--- config.mk ---
export PLATFORM = sky130hd
export DESIGN_NAME = regfile_arbiter_flat
export DESIGN_NICKNAME = d
export VERILOG_FILES = /design/src/rtl/regfile_arbiter_pkg.sv /design/src/rtl/regfile_arbiter_if.sv /design/src/rtl/regfile_arbiter_rr_pick.sv /design/src/rtl/regfile_arbiter.sv /design/src/flat_wrapper.sv
export SDC_FILE = /design/constraint.sdc
export NUM_CORES = 1
export LEC_CHECK = 0
export CAP_MARGIN = 20
export CORE_MARGIN = 2
export CORE_UTILIZATION = 37
export DETAILED_ROUTE_END_ITERATION = 12
export MAX_ROUTING_LAYER = met4
export PLACE_DENSITY = 0.9
export RECOVER_POWER = 50
export SYNTH_ARGS = -nofsm -noshare
export SYNTH_HDL_FRONTEND = slang
export SYNTH_SLANG_ARGS = --single-unit
--- constraint.sdc ---
create_clock -name clk -period 7.5 [get_ports clk]
set_input_delay 2.25 -clock clk [delete_from_list [all_inputs] [get_ports clk]]
set_output_delay 2.25 -clock clk [all_outputs]
set_load 0.02 [all_outputs]
--- src/rtl/regfile_arbiter_pkg.sv ---
// Shared encodings for the register-file port arbiter.
package regfile_arbiter_pkg;

   localparam logic RF_RW_READ  = 1'b1;
   localparam logic RF_RW_WRITE = 1'b0;

   localparam int unsigned LOCK_CNT_W = 8;

   typedef enum logic [1:0] {
      ST_INIT = 2'd0,
      ST_ARB  = 2'd1,
      ST_LOCK = 2'd2
   } state_t;

endpackage

// Field idx of width w from a bus packed as {..., field1, field0}
`define RFA_FIELD(bus, idx, w) bus[(idx)*(w) +: (w)]

--- src/rtl/regfile_arbiter_if.sv ---
// Requester-side and RegFile-side signals of the register-file arbiter.
interface regfile_arbiter_if #(
   parameter int unsigned NUM_REQ    = 4,
   parameter int unsigned DATA_WIDTH = 32,
   parameter int unsigned ADDR_W     = 5
);
   logic [NUM_REQ-1:0]            req;
   logic [NUM_REQ-1:0]            lock;
   logic [NUM_REQ-1:0]            we;
   logic [NUM_REQ*ADDR_W-1:0]     a_ra;
   logic [NUM_REQ*ADDR_W-1:0]     a_rb;
   logic [NUM_REQ*ADDR_W-1:0]     a_rd;
   logic [NUM_REQ*DATA_WIDTH-1:0] wdata;
   logic [NUM_REQ-1:0]            gnt;
   logic [NUM_REQ-1:0]            rvalid;
   logic                          busy;
   logic                          rf_en;
   logic                          rf_rw;
   logic [ADDR_W-1:0]             rf_a_ra;
   logic [ADDR_W-1:0]             rf_a_rb;
   logic [ADDR_W-1:0]             rf_a_rd;
   logic [DATA_WIDTH-1:0]         rf_rd;

   modport master (
      output req, lock, we, a_ra, a_rb, a_rd, wdata,
      input  gnt, rvalid, busy, rf_en, rf_rw, rf_a_ra, rf_a_rb, rf_a_rd, rf_rd
   );

   modport slave (
      input  req, lock, we, a_ra, a_rb, a_rd, wdata,
      output gnt, rvalid, busy, rf_en, rf_rw, rf_a_ra, rf_a_rb, rf_a_rd, rf_rd
   );
endinterface

--- src/rtl/regfile_arbiter_rr_pick.sv ---
// Round-robin pick: first eligible requester at or above ptr, wrapping.
module regfile_arbiter_rr_pick #(
   parameter  int unsigned NUM_REQ = 4,
   localparam int unsigned IDX_W   = (NUM_REQ > 1) ? $clog2(NUM_REQ) : 1
) (
   input  logic [NUM_REQ-1:0] req,
   input  logic [NUM_REQ-1:0] excl,
   input  logic [IDX_W-1:0]   ptr,
   output logic [NUM_REQ-1:0] win_oh,
   output logic [IDX_W-1:0]   win_idx,
   output logic               any
);

   logic [NUM_REQ-1:0] elig;
   int unsigned        cand;

   assign elig = req & ~excl;

   // Scan from the pointer upward; the first eligible candidate wins
   always_comb begin
      win_oh  = '0;
      win_idx = '0;
      any     = 1'b0;
      cand    = 0;
      for (int unsigned k = 0; k < NUM_REQ; k++) begin
         cand = (32'(ptr) + k) % NUM_REQ;
         if (!any && elig[IDX_W'(cand)]) begin
            win_oh[IDX_W'(cand)] = 1'b1;
            win_idx              = IDX_W'(cand);
            any                  = 1'b1;
         end
      end
   end

endmodule

--- src/rtl/regfile_arbiter.sv ---
// Arbitrates the single RegFile access port between NUM_REQ requesters,
// zero-sweeps the RegFile after reset and returns per-requester rvalid.
module regfile_arbiter
   import regfile_arbiter_pkg::*;
#(
   parameter int unsigned NUM_REQ    = 4,
   parameter int unsigned DATA_WIDTH = 32,
   parameter int unsigned ADDR_W     = 5,
   parameter int unsigned MAX_LOCK   = 8
) (
   input  logic             clk,
   input  logic             rst,
   regfile_arbiter_if.slave bus
);

   localparam int unsigned IDX_W = (NUM_REQ > 1) ? $clog2(NUM_REQ) : 1;

   state_t                  state, nxt_state;
   logic [ADDR_W-1:0]       init_cnt, nxt_init;
   logic [IDX_W-1:0]        ptr, nxt_ptr;
   logic [IDX_W-1:0]        owner, nxt_owner;
   logic [LOCK_CNT_W-1:0]   lock_cnt, nxt_cnt;
   logic [NUM_REQ-1:0]      rvalid_q;

   logic [NUM_REQ-1:0]      gnt_v;
   logic [IDX_W-1:0]        win;
   logic                    granted;
   logic [NUM_REQ-1:0]      owner_oh;
   logic [NUM_REQ-1:0]      excl;
   logic                    owner_hold;
   logic                    at_cap;
   logic [NUM_REQ-1:0]      pick_oh;
   logic [IDX_W-1:0]        pick_idx;
   logic                    pick_any;

   logic [ADDR_W-1:0]       ra_f [NUM_REQ];
   logic [ADDR_W-1:0]       rb_f [NUM_REQ];
   logic [ADDR_W-1:0]       rd_f [NUM_REQ];
   logic [DATA_WIDTH-1:0]   wd_f [NUM_REQ];

   function automatic logic [IDX_W-1:0] next_idx(input logic [IDX_W-1:0] i);
      return (i == IDX_W'(NUM_REQ - 1)) ? '0 : i + IDX_W'(1);
   endfunction

   // Unpack the per-requester fields of the packed buses
   for (genvar g = 0; g < NUM_REQ; g++) begin : g_unpack
      assign ra_f[g] = `RFA_FIELD(bus.a_ra,  g, ADDR_W);
      assign rb_f[g] = `RFA_FIELD(bus.a_rb,  g, ADDR_W);
      assign rd_f[g] = `RFA_FIELD(bus.a_rd,  g, ADDR_W);
      assign wd_f[g] = `RFA_FIELD(bus.wdata, g, DATA_WIDTH);
   end

   assign owner_oh   = NUM_REQ'(1) << owner;
   assign owner_hold = bus.req[owner] & bus.lock[owner];
   assign at_cap     = lock_cnt >= LOCK_CNT_W'(MAX_LOCK);
   // At the lock cap the owner steps aside unless nobody else is asking
   assign excl       = (state == ST_LOCK && owner_hold && at_cap) ? owner_oh : '0;

   regfile_arbiter_rr_pick #(.NUM_REQ(NUM_REQ)) u_rr_pick (
      .req     (bus.req),
      .excl    (excl),
      .ptr     (ptr),
      .win_oh  (pick_oh),
      .win_idx (pick_idx),
      .any     (pick_any)
   );

   // Grant decision and next-state values
   always_comb begin
      gnt_v     = '0;
      win       = '0;
      granted   = 1'b0;
      nxt_state = state;
      nxt_init  = init_cnt;
      nxt_ptr   = ptr;
      nxt_owner = owner;
      nxt_cnt   = lock_cnt;
      if (state == ST_INIT) begin
         nxt_init = init_cnt + ADDR_W'(1);
         if (init_cnt == '1) nxt_state = ST_ARB;
      end else if (state == ST_LOCK && owner_hold && !at_cap) begin
         gnt_v   = owner_oh;
         win     = owner;
         granted = 1'b1;
         nxt_cnt = lock_cnt + LOCK_CNT_W'(1);
      end else if (state == ST_LOCK && owner_hold) begin
         nxt_state = ST_ARB;
         nxt_cnt   = '0;
         granted   = 1'b1;
         if (pick_any) begin
            gnt_v = pick_oh;
            win   = pick_idx;
         end else begin
            gnt_v = owner_oh;
            win   = owner;
         end
         nxt_ptr = next_idx(win);
      end else begin
         // Plain arbitration, also taken the cycle a lock owner lets go
         nxt_state = ST_ARB;
         nxt_cnt   = '0;
         if (pick_any) begin
            gnt_v   = pick_oh;
            win     = pick_idx;
            granted = 1'b1;
            nxt_ptr = next_idx(pick_idx);
            if (bus.lock[pick_idx]) begin
               nxt_state = ST_LOCK;
               nxt_owner = pick_idx;
               nxt_cnt   = LOCK_CNT_W'(1);
            end
         end
      end
   end

   // State, sweep counter, pointer, lock tracking and read-return register
   always_ff @(posedge clk) begin
      if (rst) begin
         state    <= ST_INIT;
         init_cnt <= '0;
         ptr      <= '0;
         owner    <= '0;
         lock_cnt <= '0;
         rvalid_q <= '0;
      end else begin
         state    <= nxt_state;
         init_cnt <= nxt_init;
         ptr      <= nxt_ptr;
         owner    <= nxt_owner;
         lock_cnt <= nxt_cnt;
         rvalid_q <= gnt_v & ~bus.we;
      end
   end

   // RegFile command: sweep write, granted access, or idle
   always_comb begin
      bus.rf_en   = 1'b0;
      bus.rf_rw   = RF_RW_READ;
      bus.rf_a_ra = '0;
      bus.rf_a_rb = '0;
      bus.rf_a_rd = '0;
      bus.rf_rd   = '0;
      if (rst) begin
         bus.rf_en = 1'b0;
      end else if (state == ST_INIT) begin
         bus.rf_en   = 1'b1;
         bus.rf_rw   = RF_RW_WRITE;
         bus.rf_a_rd = init_cnt;
      end else if (granted) begin
         bus.rf_en   = 1'b1;
         bus.rf_rw   = bus.we[win] ? RF_RW_WRITE : RF_RW_READ;
         bus.rf_a_ra = ra_f[win];
         bus.rf_a_rb = rb_f[win];
         bus.rf_a_rd = rd_f[win];
         bus.rf_rd   = wd_f[win];
      end
   end

   assign bus.gnt    = rst ? '0 : gnt_v;
   assign bus.rvalid = rvalid_q;
   assign bus.busy   = rst | (state == ST_INIT);

endmodule

--- src/flat_wrapper.sv ---
// flat-port wrapper written by rule: the top's interface ports become plain ports
module regfile_arbiter_flat import regfile_arbiter_pkg::*;
#(
   parameter int unsigned NUM_REQ    = 4,
   parameter int unsigned DATA_WIDTH = 32,
   parameter int unsigned ADDR_W     = 5,
   parameter int unsigned MAX_LOCK   = 8
)
  (clk, rst, bus_req, bus_lock, bus_we, bus_a_ra, bus_a_rb, bus_a_rd, bus_wdata, bus_gnt, bus_rvalid, bus_busy, bus_rf_en, bus_rf_rw, bus_rf_a_ra, bus_rf_a_rb, bus_rf_a_rd, bus_rf_rd);
  regfile_arbiter_if #(.NUM_REQ(NUM_REQ), .DATA_WIDTH(DATA_WIDTH), .ADDR_W(ADDR_W)) bus_i ();
  input  logic clk;
  input  logic rst;
  input wire logic [$bits(bus_i.req)-1:0] bus_req;
  input wire logic [$bits(bus_i.lock)-1:0] bus_lock;
  input wire logic [$bits(bus_i.we)-1:0] bus_we;
  input wire logic [$bits(bus_i.a_ra)-1:0] bus_a_ra;
  input wire logic [$bits(bus_i.a_rb)-1:0] bus_a_rb;
  input wire logic [$bits(bus_i.a_rd)-1:0] bus_a_rd;
  input wire logic [$bits(bus_i.wdata)-1:0] bus_wdata;
  output wire logic [$bits(bus_i.gnt)-1:0] bus_gnt;
  output wire logic [$bits(bus_i.rvalid)-1:0] bus_rvalid;
  output wire logic [$bits(bus_i.busy)-1:0] bus_busy;
  output wire logic [$bits(bus_i.rf_en)-1:0] bus_rf_en;
  output wire logic [$bits(bus_i.rf_rw)-1:0] bus_rf_rw;
  output wire logic [$bits(bus_i.rf_a_ra)-1:0] bus_rf_a_ra;
  output wire logic [$bits(bus_i.rf_a_rb)-1:0] bus_rf_a_rb;
  output wire logic [$bits(bus_i.rf_a_rd)-1:0] bus_rf_a_rd;
  output wire logic [$bits(bus_i.rf_rd)-1:0] bus_rf_rd;
  assign bus_i.req = bus_req;
  assign bus_i.lock = bus_lock;
  assign bus_i.we = bus_we;
  assign bus_i.a_ra = bus_a_ra;
  assign bus_i.a_rb = bus_a_rb;
  assign bus_i.a_rd = bus_a_rd;
  assign bus_i.wdata = bus_wdata;
  assign bus_gnt = bus_i.gnt;
  assign bus_rvalid = bus_i.rvalid;
  assign bus_busy = bus_i.busy;
  assign bus_rf_en = bus_i.rf_en;
  assign bus_rf_rw = bus_i.rf_rw;
  assign bus_rf_a_ra = bus_i.rf_a_ra;
  assign bus_rf_a_rb = bus_i.rf_a_rb;
  assign bus_rf_a_rd = bus_i.rf_a_rd;
  assign bus_rf_rd = bus_i.rf_rd;
  regfile_arbiter #(.NUM_REQ(NUM_REQ), .DATA_WIDTH(DATA_WIDTH), .ADDR_W(ADDR_W), .MAX_LOCK(MAX_LOCK)) u_core (.clk(clk), .rst(rst), .bus(bus_i));
endmodule
* Word level (Yosys, flattened, before mapping) *
Index checks and enable logic that the tools add are counted.

word-level totals
  output and inout port bits = 58
  word-level logic and storage cells = 165
  input bits = 202
  bits in registers = 23

operators by class
  bitwise logic cells = 13
  $lt $le $gt $ge = 13
  $add $sub $neg = 7
  equality and inequality tests = 6
  mux-type cells = 100
  reduce and logical (&&, ||, !) cells = 19
  shifts and indexed selects = 1

operators by type and width
  kind                                                                                  number
  32-bit 2-to-1 mux                                                                     5
  5-bit 2-to-1 mux                                                                      15
  32-bit binary-select mux with 2-bit select                                            1
  2-bit 2-to-1 mux                                                                      22
  4-bit 2-to-1 mux                                                                      11
  5-bit binary-select mux with 2-bit select                                             3
  1-bit 2-to-1 mux                                                                      28
  8-bit 2-to-1 mux                                                                      3
  2-bit by 3-bit < comparator with 1-bit output (second input constant)                 7
  1-bit binary-select mux with 2-bit select                                             8
  4-bit OR                                                                              3
  1-bit logical AND                                                                     10
  8-bit by 1-bit adder with 8-bit output (second input constant)                        1
  4-bit AND                                                                             2
  1-bit demux with 2-bit select                                                         4
  2-bit by 1-bit greater-or-equal comparator with 1-bit output (second input constant)  4
  8-bit by 4-bit greater-or-equal comparator with 1-bit output (second input constant)  1
  4-bit NOT                                                                             2
  2-bit by 1-bit adder with 2-bit output (second input constant)                        3
  2-bit equality test (second input constant)                                           3
  5-bit by 1-bit adder with 5-bit output (second input constant)                        1
  5-bit equality test (second input constant)                                           1
  5-bit AND reduction                                                                   1
  2-bit adder (second input constant)                                                   2
  other kinds (13)                                                                      18

* Depth between registers and ports, before layout *
  word-level depth = 34
  depth in mapped cells = 14

* By module *
From an unflattened synthesis, not the netlist that was laid out.

unflattened totals
  cells, all modules = 463
  area total of the unflattened synthesis = 3792.4 µm²

by module, submodules not included
  module                   cells an instance  sequential area each (µm²)  instances  area an instance (µm²)
  regfile_arbiter          396                460.4                       1          3281.9
  regfile_arbiter_rr_pick  67                 0.0                         1          510.5

* Worst setup path before layout *
No wires, ideal clock.

  path type = input-to-output
  start point = in bus_req[2]
  end point = out bus_rf_rd[10]
  data arrival time = 4.816 ns
  cell stages on the path = 12
  path buffers = 4
  setup slack = 0.434 ns
  required time = 5.250 ns
  cells stage by stage = clkbuf_1 -> nand2_1 -> o211ai_1 -> o211ai_1 -> nor3_1 -> nor2_1 -> a22oi_4 -> buf_6 -> buf_8 -> buf_2 -> a211oi_1 -> a211oi_1

on the way
  longest elaborated chain between the ends = 34

ends and longest elaborated chain
  what                                                   RTL line                                                             text
  start, declared                                        flat_wrapper.sv:13                                                   input wire logic [$bits(bus_i.req)-1:0] bus_req;
  1-bit binary-select mux with 2-bit select              regfile_arbiter.sv:54                                                assign owner_hold = bus.req[owner] & bus.lock[owner];
  1-bit 2-to-1 mux (not written as such)                 regfile_arbiter.sv:54
  1-bit AND                                              regfile_arbiter.sv:54
  1-bit logical AND                                      regfile_arbiter.sv:57, regfile_arbiter.sv:81, regfile_arbiter.sv:86
  1-bit logical AND                                      regfile_arbiter.sv:57                                                assign excl = (state == ST_LOCK && owner_hold && at_cap) ? owner_oh : '0;
  4-bit 2-to-1 mux                                       regfile_arbiter.sv:57
  4-bit NOT                                              regfile_arbiter_rr_pick.sv:17                                        assign elig = req & ~excl;
  4-bit AND                                              regfile_arbiter_rr_pick.sv:17
  [17 not listed]                                        n/a
  2-bit 2-to-1 mux                                       regfile_arbiter.sv:81                                                end else if (state == ST_LOCK && owner_hold && !at_cap) begin
  2-bit 2-to-1 mux                                       regfile_arbiter.sv:78                                                if (state == ST_INIT) begin
  2-bit NOT with 3-bit output (not written as such)      regfile_arbiter.sv:155                                               bus.rf_rd = wd_f[win];
  32-bit binary-select mux with 2-bit select             regfile_arbiter.sv:155
  32-bit 2-to-1 mux (not written as such) (2 in series)  regfile_arbiter.sv:155
  32-bit 2-to-1 mux (*)                                  regfile_arbiter.sv:149                                               end else if (granted) begin
  32-bit 2-to-1 mux (*)                                  regfile_arbiter.sv:145                                               end else if (state == ST_INIT) begin
  32-bit 2-to-1 mux (*)                                  regfile_arbiter.sv:143                                               if (rst) begin
  end, declared                                          flat_wrapper.sv:28                                                   output wire logic [$bits(bus_i.rf_rd)-1:0] bus_rf_rd;

Every way passes the cells marked *; elsewhere a longest branch is shown, timed or not. The select of a mux whose other input is x is not followed.

* Final worst setup path *
  start point = in bus_lock[1]
  end point = out bus_rf_a_ra[4]

on the way
  longest elaborated chain between the ends = 34

ends and longest elaborated chain
  what                                                  RTL line                                                             text
  start, declared                                       flat_wrapper.sv:14                                                   input wire logic [$bits(bus_i.lock)-1:0] bus_lock;
  1-bit binary-select mux with 2-bit select (*)         regfile_arbiter.sv:54
  1-bit 2-to-1 mux (not written as such) (*)            regfile_arbiter.sv:54
  1-bit AND (*)                                         regfile_arbiter.sv:54
  1-bit logical AND (*)                                 regfile_arbiter.sv:57, regfile_arbiter.sv:81, regfile_arbiter.sv:86
  1-bit logical AND                                     regfile_arbiter.sv:57
  4-bit 2-to-1 mux                                      regfile_arbiter.sv:57
  4-bit NOT                                             regfile_arbiter_rr_pick.sv:17
  4-bit AND                                             regfile_arbiter_rr_pick.sv:17
  [17 not listed]                                       n/a
  2-bit 2-to-1 mux                                      regfile_arbiter.sv:81
  2-bit 2-to-1 mux                                      regfile_arbiter.sv:78
  2-bit NOT with 3-bit output (not written as such)     regfile_arbiter.sv:152                                               bus.rf_a_ra = ra_f[win];
  5-bit binary-select mux with 2-bit select             regfile_arbiter.sv:152
  5-bit 2-to-1 mux (not written as such) (2 in series)  regfile_arbiter.sv:152
  5-bit 2-to-1 mux (*)                                  regfile_arbiter.sv:149
  5-bit 2-to-1 mux (*)                                  regfile_arbiter.sv:145
  5-bit 2-to-1 mux (*)                                  regfile_arbiter.sv:143
  end, declared                                         flat_wrapper.sv:25                                                   output wire logic [$bits(bus_i.rf_a_ra)-1:0] bus_rf_a_ra;

Marked as above.

==> flow_metrics.env <==
export IMPL_synth_seq_cells=23
export IMPL_synth_cell_types=69
export IMPL_crit_path_max_fanout=16
export IMPL_ys_seq_area_share_pct=11.94
export IMPL_worstSkewPairLatency_ns=0.28
export IMPL_row_count=37
export IMPL_leakagePower_nw=3.132
export IMPL_setup_slack_ns=0.08619
export IMPL_first_iter_violations=445
export IMPL_start_util_pct=37.68
export IMPL_syn_area_sq_um=3855
export IMPL_numCtsBuffers=3
export IMPL_wire_per_inst_um=19.93
export IMPL_max_slew_worst_pin_slew_ns=0.7334
export IMPL_irDropWorstVdd_mv=0.06987
export IMPL_synthFlopType="dfxtp_1"
export IMPL_power_density_nw_per_um2=57.35
export IMPL_status="completed"
export IMPL_routed_wl_um=18170
export IMPL_synthCells=466
export IMPL_ys_warn_count=0
export IMPL_path_class="primary input to output port"
export IMPL_vias=5040
export IMPL_min_path_type="register to register"
export IMPL_fin_crit_ns=7.414
export IMPL_ios=260
export IMPL_cts_buffer_depth=2
export IMPL_viasPerCell=5.526
export IMPL_fin_nets=984
export IMPL_grt_max_degree=34
export IMPL_grt_first_pass_wirelength_um=26140
export IMPL_grt_pass1_vias=4911
export IMPL_cts_clk_slew_worst_paths_ns=0.09
export IMPL_final_core_util_pct=69.56
export IMPL_area_growth_synth_to_final_pct=84.62
export IMPL_synth_fp_nets=680
export IMPL_cts_num_sinks=23
export IMPL_io_buffers=259
export IMPL_ant_nets=0
export IMPL_finalWeightedCongestion=0.9513
export IMPL_die_area_sq_um=11250
export IMPL_async_flop_share_pct=0
export IMPL_avgSynthCellArea_sq_um=8.272
export IMPL_drt_first_pass_iters=5
export IMPL_dp_slack_ns=-0.3829
export IMPL_cts_tree="built"
export IMPL_finalCritPeriodShare_pct=98.85
export IMPL_antenna_found_initial=8
export IMPL_hold_viol=0
export IMPL_end_kind="output port"
export IMPL_drive_gt1_share_pct=25.23
export IMPL_nFillCells=816
export IMPL_skew_ns=0.002719
export IMPL_synth_edf_count=0
export IMPL_post_dp_hpwl_um=14830
export IMPL_drc_errors=0
export IMPL_setup_violations=0
export IMPL_core_area_sq_um=10230
export IMPL_worst_endpoint_required_ns=5.25
export IMPL_crit_arrival_ns=5.16
export IMPL_die_height_um=106.1
export IMPL_grt_overflow=0
export IMPL_root_buffer="clkbuf_8"
export IMPL_cap_violations=0
export IMPL_cts_max_level=1
export IMPL_max_freq_mhz=134.9
export IMPL_slew_viol_final=0
export IMPL_worst_setup_path_start_kind="primary input"
export IMPL_track_usage_pct=30.34
export IMPL_die_x_um=106.1
export IMPL_slew_limit_headroom_pct=51.11
## critical path: stages
cell,delay (ns)
clkdlybuf4s50_1,0.50
and3b_1,0.21
o211ai_2,0.15
buf_4,0.19
a221oi_2,0.20
a211o_1,0.15
and3_4,0.21
a22oi_4,0.06
buf_4,0.18
buf_12,0.15
buf_12,0.16
nor2b_1,0.22
a211oi_1,0.08
a211oi_1,0.22
clkbuf_2,0.22
## synthesized netlist by cell type, types with 4 or more instances
master | count | area share (%)
a211oi_1 | 64 | 12
mux2i_1 | 61 | 16
nor2b_1 | 45 | 7.3
nor2_1 | 28 | 2.7
dfxtp_1 | 23 | 12
a211oi_2 | 22 | 7.1
nand2_1 | 22 | 2.1
a21oi_1 | 20 | 2.6
clkbuf_1 | 16 | 1.6
buf_2 | 12 | 1.6
ha_1 | 12 | 3.9
inv_1 | 10 | 0.97
a31oi_1 | 9 | 1.5
nand3_1 | 9 | 1.2
o21ai_0 | 9 | 1.2
xor2_1 | 9 | 2.0
and2_1 | 6 | 0.97
a22o_1 | 4 | 0.91
buf_12 | 4 | 2.1
nand4_1 | 4 | 0.65
## cells in the final DEF (no fill, tap or decap), drive strengths merged, types with 4 or more instances in the layout
cell / n
and2: 6
nor2b: 45
mux2i: 61
a211oi: 87
a21oi: 20
buf: 75
nand2: 22
diode: 7
a22oi: 4
a31oi: 9
dfxtp: 23
o211ai: 7
dlygate4sd2: 9
ha: 12
xor2: 9
o21ai: 12
clkdlybuf4s50: 200
clkbuf: 48
nor2: 30
a22o: 4
a221oi: 4
nand3: 9
inv: 11
dlygate4sd3: 7
nand4: 4
## path summary, 6_finish.rpt
path,start,end,slack [ns],cells after the start
hold reg to reg,u_core.init_cnt[4]$_SDFFE_PP0P_,u_core.init_cnt[4]$_SDFFE_PP0P_,0.51,2
setup reg to reg,u_core.ptr[0]$_SDFFE_PP0P_,u_core.owner[1]$_SDFFE_PP0P_,3.90,13
setup / recovery,bus_lock[1],bus_rf_a_ra[4],0.09,15
hold / removal,u_core.init_cnt[4]$_SDFFE_PP0P_,u_core.init_cnt[4]$_SDFFE_PP0P_,0.51,2
## final cells by class
class,count,area (sq um),share of cell area [%]
inverters,11,41.29,0.5802
clock inverters,1,7.507,0.1055
repair buffers,339,3137,44.08
flip-flops and latches,23,460.4,6.470
clock buffers,3,41.29,0.5802
diodes,7,17.52,0.2461
well taps,136,170.2,2.391
multi-input cells,392,3242,45.55
## metal layers
layer | global-route usage, % | routed length, um | vias up
met5 | - | 0 | -
met4 | 4.793 | 343 | 0
met3 | 8.890 | 1648 | 31
met2 | 50.78 | 8754 | 237
met1 | 36.97 | 7426 | 2367
li1 | - | - | 2405
## sequential cells by signal, summed over array words and instances (netlist names)
name	count
u_core.lock_cnt	8
u_core.init_cnt	5
u_core.bus.rvalid	4
u_core.ptr	2
u_core.state	2
u_core.owner	2
## kinds of logic after synthesis
logic type / synth area share (%)
xor+xnor: 2.499
mux: 17.88
flops: 11.94
fa+ha+maj: 3.895
buf+inv: 8.309
compound gates: 35.51
simple gates: 19.96
## through the flow
stage / cell area [sq um] / power, mW / setup TNS (ns) / instances / hold WS, ns
3_5_place_dp: 6980 / 0.3172 / -13.43 / 890 / 0.4901
3_3_place_gp: 6980 / 0.3146 / -7.250 / 890 / 0.4769
5_1_grt: 7114 / 0.4250 / -0.04042 / 911 / 0.5293
6_report: 7117 / 0.4082 / 0 / 912 / 0.5081
2_1_floorplan: 3855 / 0.1817 / 0 / 466 / 0.4638
4_1_cts: 7002 / 0.4029 / 0 / 894 / 0.5044
## where the power goes
group | internal (mW) | switching (mW)
Clock | 0.0379 | 0.0482
Combinational | 0.133 | 0.0640
Sequential | 0.123 | 0.00160
## repair_timing
item                       CTS  global route
setup buffers                0             8
resized for setup           61           127
setup endpoints to repair   52            51
cloned                       0             3
pin swaps                    0             6
hold endpoints to repair     0             0
hold buffers                 0             0
(Power assumes the default switching activity.)
